`config.mk`:
```
export PLATFORM = sky130hd
export DESIGN_NAME = weight_update_sched
export DESIGN_NICKNAME = d
export VERILOG_FILES = /design/src/rtl/wupd_pkg.sv /design/src/rtl/weight_update_sched_row_add_sat.sv /design/src/rtl/weight_update_sched.sv
export SDC_FILE = /design/constraint.sdc
export NUM_CORES = 2
export LEC_CHECK = 0
export BUFFER_PORTS_ARGS = -buffer_cell sky130_fd_sc_hd__buf_2
export CAP_MARGIN = 0
export CELL_PAD_IN_SITES_DETAIL_PLACEMENT = 0
export CELL_PAD_IN_SITES_GLOBAL_PLACEMENT = 2
export CORE_AREA = 5 5 451 453
export CTS_CLUSTER_SIZE = 12
export DETAILED_ROUTE_END_ITERATION = 7
export DIE_AREA = 0 0 456 458
export GPL_ROUTABILITY_DRIVEN = 0
export GPL_TIMING_DRIVEN = 0
export PLACE_DENSITY = 0.72
export SYNTH_ARGS = -nofsm -noshare
export SYNTH_HDL_FRONTEND = slang
export SYNTH_SLANG_ARGS = --single-unit
```
`constraint.sdc`:
```
create_clock -name clk -period 4.2 [get_ports clk]
set_input_delay 1.26 -clock clk [delete_from_list [all_inputs] [get_ports clk]]
set_output_delay 1.26 -clock clk [all_outputs]
set_load 0.02 [all_outputs]
```
`src/rtl/wupd_pkg.sv`:
```
// Shared types and constants for the weight-update scheduler.
// Macro WUPD_SATURATE_EN (see row_add_sat) selects saturating element sums.
package wupd_pkg;

    typedef enum logic [2:0] {
        IDLE,
        RD,
        CAP,
        WAIT_D,
        WR,
        DONE
    } state_t;

    localparam int ROW_ELEMS = 16;
    localparam int NUM_ROWS  = 16;
    localparam int ELEM_W    = 18;

    localparam logic signed [ELEM_W-1:0] SAT_MAX = {1'b0, {(ELEM_W-1){1'b1}}};
    localparam logic signed [ELEM_W-1:0] SAT_MIN = {1'b1, {(ELEM_W-1){1'b0}}};

    function automatic int clog2(input int n);
        int r;
        r = 0;
        while ((1 << r) < n) r++;
        return (r == 0) ? 1 : r;
    endfunction

endpackage

```
`src/rtl/weight_update_sched_row_add_sat.sv`:
```
// NROW independent signed element adders, old + delta, reduced back to BITWIDTH.
// WUPD_SATURATE_EN defined: clamp to the signed range; undefined: two's-complement wrap.
module row_add_sat
    import wupd_pkg::*;
#(
    parameter int NROW     = ROW_ELEMS,
    parameter int BITWIDTH = ELEM_W
) (
    input  logic [NROW*BITWIDTH-1:0] old_row,
    input  logic [NROW*BITWIDTH-1:0] delta_row,
    output logic [NROW*BITWIDTH-1:0] sum_row
);

`ifdef WUPD_SATURATE_EN
    localparam bit SAT_EN = 1'b1;
`else
    localparam bit SAT_EN = 1'b0;
`endif

    localparam logic [BITWIDTH-1:0] MAXV = (BITWIDTH == ELEM_W) ? BITWIDTH'(SAT_MAX)
                                         : {1'b0, {(BITWIDTH-1){1'b1}}};
    localparam logic [BITWIDTH-1:0] MINV = (BITWIDTH == ELEM_W) ? BITWIDTH'(SAT_MIN)
                                         : {1'b1, {(BITWIDTH-1){1'b0}}};

    for (genvar j = 0; j < NROW; j++) begin : g_el
        logic [BITWIDTH-1:0] a;
        logic [BITWIDTH-1:0] d;
        logic [BITWIDTH:0]   s;
        logic                ovf_hi;
        logic                ovf_lo;

        assign a = old_row[j*BITWIDTH +: BITWIDTH];
        assign d = delta_row[j*BITWIDTH +: BITWIDTH];
        assign s = {a[BITWIDTH-1], a} + {d[BITWIDTH-1], d};
        // The top two sum bits disagree exactly when the result left the BITWIDTH range.
        assign ovf_hi = !s[BITWIDTH] && s[BITWIDTH-1];
        assign ovf_lo = s[BITWIDTH] && !s[BITWIDTH-1];

        assign sum_row[j*BITWIDTH +: BITWIDTH] = (SAT_EN && ovf_hi) ? MAXV
                                               : (SAT_EN && ovf_lo) ? MINV
                                               : s[BITWIDTH-1:0];
    end

endmodule

```
`src/rtl/weight_update_sched.sv`:
```
// Weight RAM controller: shares the read port between forward reads and a
// full-matrix read-modify-write update. Macro WUPD_SATURATE_EN: saturating sums.
module weight_update_sched
    import wupd_pkg::*;
#(
    parameter int NROW     = ROW_ELEMS,
    parameter int NCOL     = NUM_ROWS,
    parameter int BITWIDTH = ELEM_W,
    localparam int ADDR_BITWIDTH = clog2(NCOL),
    localparam int ROW_W = NROW * BITWIDTH
) (
    input  logic                     clk,
    input  logic                     reset,
    input  logic                     fwd_req,
    input  logic [ADDR_BITWIDTH-1:0] fwd_addr,
    output logic                     fwd_gnt,
    output logic                     fwd_rvalid,
    output logic [ROW_W-1:0]         fwd_row,
    input  logic                     upd_start,
    output logic                     upd_busy,
    output logic                     upd_done,
    input  logic                     delta_valid,
    output logic                     delta_ready,
    input  logic [ROW_W-1:0]         delta_row,
    output logic [ADDR_BITWIDTH-1:0] ram_addressIn,
    output logic [ADDR_BITWIDTH-1:0] ram_addressOut,
    output logic                     ram_writeEn,
    output logic [ROW_W-1:0]         ram_rowIn,
    input  logic [ROW_W-1:0]         ram_rowOut
);

    state_t                   state;
    logic [ADDR_BITWIDTH-1:0] k;
    logic [ROW_W-1:0]         old_row;
    logic [ROW_W-1:0]         sum_row;

    row_add_sat #(
        .NROW     (NROW),
        .BITWIDTH (BITWIDTH)
    ) u_add (
        .old_row   (old_row),
        .delta_row (delta_row),
        .sum_row   (sum_row)
    );

    // RD is the only state that claims the read address; everything else serves forward reads.
    assign fwd_gnt        = reset && fwd_req && (state != RD);
    assign ram_addressOut = (state == RD) ? k : (fwd_gnt ? fwd_addr : '0);

    always_ff @(posedge clk) begin
        if (!reset) begin
            state       <= IDLE;
            k           <= '0;
            old_row     <= '0;
            fwd_rvalid  <= 1'b0;
            fwd_row     <= '0;
            upd_busy    <= 1'b0;
            upd_done    <= 1'b0;
            delta_ready <= 1'b0;
            ram_addressIn <= '0;
            ram_writeEn <= 1'b0;
            ram_rowIn   <= '0;
        end else begin
            upd_done   <= 1'b0;
            fwd_rvalid <= fwd_gnt;
            // The RAM answers at the negedge of the grant cycle, so the row is ready at this edge.
            if (fwd_gnt) fwd_row <= ram_rowOut;

            case (state)
                IDLE: begin
                    if (upd_start) begin
                        state    <= RD;
                        k        <= '0;
                        upd_busy <= 1'b1;
                    end
                end
                RD: begin
                    // Row k lands at the edge closing RD; capture it before CAP hands the port back.
                    old_row <= ram_rowOut;
                    state   <= CAP;
                end
                CAP: begin
                    delta_ready <= 1'b1;
                    state       <= WAIT_D;
                end
                WAIT_D: begin
                    if (delta_valid) begin
                        delta_ready   <= 1'b0;
                        ram_rowIn     <= sum_row;
                        ram_addressIn <= k;
                        ram_writeEn   <= 1'b1;
                        state         <= WR;
                    end
                end
                WR: begin
                    ram_writeEn   <= 1'b0;
                    ram_addressIn <= '0;
                    if (k == ADDR_BITWIDTH'(NCOL - 1)) begin
                        upd_done <= 1'b1;
                        state    <= DONE;
                    end else begin
                        k     <= k + ADDR_BITWIDTH'(1);
                        state <= RD;
                    end
                end
                DONE: begin
                    upd_busy <= 1'b0;
                    state    <= IDLE;
                end
                default: state <= IDLE;
            endcase
        end
    end

endmodule

```
# Yosys cells after proc, flatten, opt, wreduce, memory -nomap -nowiden
# Index checks and enable logic that the tools add are counted.
dict set report op_classes {
  addsub 17
  eq_ne 10
  mux 18
  n_reduce_logical 14
}
# operator n
set ops {}
lappend ops {{$add 18x18->18} 16}
lappend ops {{$mux 4} 5}
lappend ops {{$pmux 4 s2} 2}
lappend ops {{$pmux 3 s5} 1}
lappend ops {{$reduce_and 2->1} 6}
lappend ops {{$mux 3} 3}
lappend ops {{$reduce_bool 2->1} 4}
lappend ops {{$eq 3x2->1 const B} 2}
lappend ops {{$eq 3x3->1 const B} 2}
lappend ops {{$ne 2x2->1 const B} 3}
lappend ops {{$pmux 1 s2} 3}
lappend ops {{$add 4x1->4 const B} 1}
lappend ops {{$eq 4x4->1 const B} 1}
lappend ops {{$mux 1} 4}
lappend ops {{$eq 3x1->1 const B} 1}
lappend ops {{$logic_not 3->1} 1}
lappend ops {{$ne 3x1->1 const B} 1}
lappend ops {{$reduce_and 3->1} 1}
lappend ops {{$logic_and 1x1->1} 2}
dict set report word_totals {
  ff_bits 880
  in_bits 585
}

# Depth between registers and ports, before layout
dict set report logic_depth {
  ltp_word 4
  ltp_mapped 10
  depth_no_buf 10
}

# Hierarchy
# Synthesis repeated with hierarchy kept, for this count alone.
dict set report unflattened {
  hier_cells 5715
  area_unflattened_um2 44549.0
}
# module instances cells_per_inst area_per_inst_um2 seq_area_each_um2
set modules_own_cells {}
lappend modules_own_cells {weight_update_sched 1 3910 31515.2 17616.9}
lappend modules_own_cells {row_add_sat 1 1805 13033.8 0.0}

# Least setup slack after synthesis
# OpenSTA, ideal clock, no wires.
dict set report synth_path {
  path_type {input to register}
  start {in delta_row[270]}
  end {reg ram_rowIn[284]}
  setup_time_ns 0.122
  arrival_ns 3.353
  t_required_ns 4.078
  path_slack_ns 0.725
  stages 10
  cell_sequence {ha_1 inv_1 fa_1 nand2b_1 a211oi_1 o21ai_0 o31ai_1 nand3_1 mux2i_1 a311o_1}
}
dict set report synth_between {
  elab_chain_cells 1
}
# element line_no
set synth_lines {}
lappend synth_lines {{from (decl)} weight_update_sched.sv:24} ;# input logic [ROW_W-1:0] delta_row,
lappend synth_lines {{$add 18x18->18} weight_update_sched_row_add_sat.sv:34} ;# assign s = {a[BITWIDTH-1], a} + {d[BITWIDTH-1], d};
lappend synth_lines {{to (signal assigned)} weight_update_sched.sv:89} ;# ram_rowIn <= sum_row;
lappend synth_lines {{to (decl)} weight_update_sched.sv:28} ;# output logic [ROW_W-1:0] ram_rowIn,
# Every way passes these cells.
# A chain may end at the register's enable or synchronous reset.

# Final worst setup path
dict set report layout_path {
  start {in delta_valid}
  end {reg ram_rowIn[261]}
}
dict set report layout_between {
  elab_chain_cells 1
}
# element line_no
set layout_lines {}
lappend layout_lines {{from (decl)} weight_update_sched.sv:22} ;# input logic delta_valid,
lappend layout_lines {{$reduce_and 2->1 (no line)} --}
# Every way passes these cells.

==> flow_summary.json <==
{
  "crit_top_cell": "buf_2",
  "regToRegEndpoint": "ram_rowIn[261]$_SDFFE_PN0P_",
  "final_common_cell": "nand2_1",
  "numPortBuffers": 1173,
  "r2r_start": "state[1]$_SDFFE_PN0P_",
  "clock-skew-final_ps": 31.5,
  "fin_ws_ps": 181,
  "powerDensity_nw_per_um2": 413,
  "drt-vias-per-instance": 4.73,
  "syn_avg_cell_area_um2": 8.13,
  "first_pass_iters": 6,
  "clock-root-buffer": "clkbuf_16",
  "path_max_fanout": 10,
  "finalHoldViolations": 0,
  "nNetsFinal": 7596,
  "arrival_ps": 4650,
  "dr_total_vias": 45100,
  "endpoint_kind": "flip-flop",
  "postCtsSetupRepairBufs": 0,
  "layout_common_cells": "nand2_1 (1,536), buf_2 (1,266), dfxtp_1 (880)",
  "syn-cell-area_um2": 44100,
  "grt_overflow": 0,
  "die_x_um": 456,
  "reg2reg_slack_ps": 420,
  "endpoint": "ram_rowIn[261]$_SDFFE_PN0P_",
  "syn-num-nets": 6301,
  "synth.top_cell.area_share_pct": 39.9,
  "yosys-top-cells-area": "dfxtp_1 (40%), nand2_1 (13%), a21boi_0 (11%)",
  "worstSetupPathType": "in2reg",
  "grt_use_total_pct": 23.8,
  "ys_ff_latch": 880,
  "ctsLongestPathBuffers": 3,
  "synth_edf_count": 0,
  "start_util_pct": 22.2,
  "drv_slew": 0,
  "dieHeight_um": 458,
  "utilization_pct": 29.0,
  "synth_top_cell_by_area": "dfxtp_1",
  "cts_sinks": 880,
  "worstMarginPinSlew_ps": 1370,
  "cts_tree": "yes",
  "synth_cell_types": 74,
  "relSlewSlack_pct": 8.50,
  "syn2layout_area_growth_pct": 30.6,
  "max_freq_mhz": 249,
  "synth_ff_type": "dfxtp_1",
  "fin_crit_sh_pct": 95.7,
  "fin_crit_ps": 4020,
  "yosysSeqAreaShare_pct": 39.9,
  "cpMaxStageDelayCell": "clkbuf_1",
  "die_area_um2": 209000,
  "dp_hpwl_mm": 213,
  "drc": 0,
  "path_clk_slew_ps": 60,
  "cts-htree-levels": 3,
  "setup_viol": 0,
  "numCtsBuffers": 115,
  "hold_path.class": "reg2reg",
  "synth_cells": 5427,
  "drt_wl_total_mm": 261,
  "coreArea_um2": 199000,
  "max-vdd-ir-drop_mv": 0.304,
  "crit_required_ps": 4830,
  "seq_area_um2": 17600,
  "cp_cell_sequence": "buf_2 -> nand3_1 -> or2_1 -> buf_2 -> clkbuf_2 -> clkbuf_1 -> o21ai_0 -> and2_1",
  "ctsHoldBuffers": 0,
  "ios": 1175,
  "outcome": "finished clean",
  "maxCapViolations": 0,
  "r2r_cells": 7,
  "crit_cells": 8,
  "rows": 164,
  "path_delay_family": "buffers and inverters",
  "slowest_delay_ps": 840,
  "antenna_found_initial": 166,
  "path_buf_inv": 4,
  "num-fill-cells": 21900,
  "drt_iter0_markers": 3195,
  "critical_path.startpoint": "delta_valid",
  "rsz0062_at_grt": "no",
  "grt_pass1_wl_mm": 352,
  "grt_max_degree": 16,
  "clkLatencyLatePin_ps": 770,
  "grt_pass1_vias": 43100,
  "async_flop_share_pct": 0,
  "drive_above_1_share_pct": 22.3,
  "ys_warn_count": 0,
  "postRouteAntennaNets": 0,
  "finalSetupTns_ps": 0,
  "post-place-ws_ps": -1080,
  "leakagePower_nw": 25.4,
  "start_kind": "input port",
  "wl_per_cell_um": 27.4,
  "multi_input_area_um2": 24900
}
metal layers:
metal | share of wire [%] | track usage (%) | vias to the layer above
met2 | 49 | 41.5 | 1678
met5 | 0.12 | 0 | -
li1 | - | - | 21300
met1 | 40 | 28.2 | 21600
met3 | 6.8 | 5.54 | 431
met4 | 4.2 | 9.74 | 50
worst min path at each step:
stage                                start  cells after the start                     endpoint  slack (ps)
6_report       ram_rowIn[268]$_SDFFE_PN0P_                      2  ram_rowIn[268]$_SDFFE_PN0P_         440
5_1_grt           fwd_row[59]$_SDFFE_PN0P_                      2     fwd_row[59]$_SDFFE_PN0P_         470
4_1_cts        ram_rowIn[249]$_SDFFE_PN0P_                      2  ram_rowIn[249]$_SDFFE_PN0P_         450
3_5_place_dp   ram_rowIn[249]$_SDFFE_PN0P_                      2  ram_rowIn[249]$_SDFFE_PN0P_         440
2_1_floorplan      old_row[0]$_SDFFE_PN0P_                      2      old_row[0]$_SDFFE_PN0P_         450
3_3_place_gp   ram_rowIn[215]$_SDFFE_PN0P_                      2  ram_rowIn[215]$_SDFFE_PN0P_         430
logic make-up (layout without fill, tap and decap cells):
group	Yosys count	after routing	share of synthesized area (%)
AOI/OAI and AO/OA	1518	1518	23.1
muxes	7	7	0.162
and+or+nand+nor	2154	2154	20.9
xor gates and xnor gates	196	196	3.89
adders and majority gates	289	289	8.46
other	0	70	0
DFF	880	880	39.9
buffers and inverters	383	1776	3.58
flip-flops by register name (all words and copies together) (netlist names):
signal,count
fwd_row,288
old_row,288
ram_rowIn,288
k,4
ram_addressIn,4
state,3
delta_ready,1
fwd_rvalid,1
ram_writeEn,1
upd_busy,1
upd_done,1
cell usage after synthesis, types with 7 or more instances:
master	instances
nand2_1	1536
dfxtp_1	880
a21boi_0	642
o21ai_0	310
ha_1	273
a21oi_1	223
clkbuf_1	207
nand3_1	167
nor2_1	114
xor2_1	101
xnor2_1	95
and2_1	94
buf_2	87
a21o_1	84
nand2b_1	73
inv_1	68
and3_1	44
a31oi_1	36
nand4_1	31
nor2b_1	27
a211oi_1	26
o21bai_1	20
o211a_1	19
o21a_1	19
buf_1	16
fa_1	16
nor3_1	16
o211ai_1	16
a311oi_1	14
nand4b_1	13
a211o_1	10
or3_1	10
o21ai_1	9
o31ai_1	9
a22o_1	7
a41oi_1	7
o311ai_0	7
area by class of cell:
type | instances | area share, %
Buffer | 314 | 2.37
Tap cell | 2656 | 5.76
Clock inverter | 52 | 1.18
Sequential cell | 880 | 30.6
Antenna cell | 70 | 0.304
Clock buffer | 163 | 5.74
Multi-Input combinational cell | 4164 | 43.3
Timing Repair Buffer | 1179 | 10.4
Inverter | 68 | 0.443
report_power, final:
part | total, mW | switching (mW) | internal [mW]
sequential | 9.01 | 0.251 | 8.76
clock | 10.6 | 4.28 | 6.29
combinational | 4.24 | 2.79 | 1.45
total | 23.8 | 7.32 | 16.5
per-stage QoR:
stage / area, µm² / power, mW / hold WS [ps] / instances
after floorplan: 44100 / 11.5 / 447 / 5427
after global placement: 53300 / 13.4 / 433 / 9256
after detailed placement: 53500 / 13.5 / 436 / 9262
after CTS: 57500 / 24.1 / 450 / 9476
after global routing: 57600 / 24.8 / 475 / 9520
final: 57700 / 23.8 / 445 / 9546
repair_timing:
item                                   CTS  global route
endpoints found under the hold margin    0             0
setup endpoints to repair               26             2
gates resized for setup                  2             1
worst reg2reg max path, stage by stage, from the launching register on:
cell	delay (ps)
dfxtp_1	350
nand3_1	130
or2_1	760
buf_2	480
clkbuf_2	670
clkbuf_1	860
o21ai_0	200
and2_1	200
No activity file was read; power rests on OpenSTA's default activity.
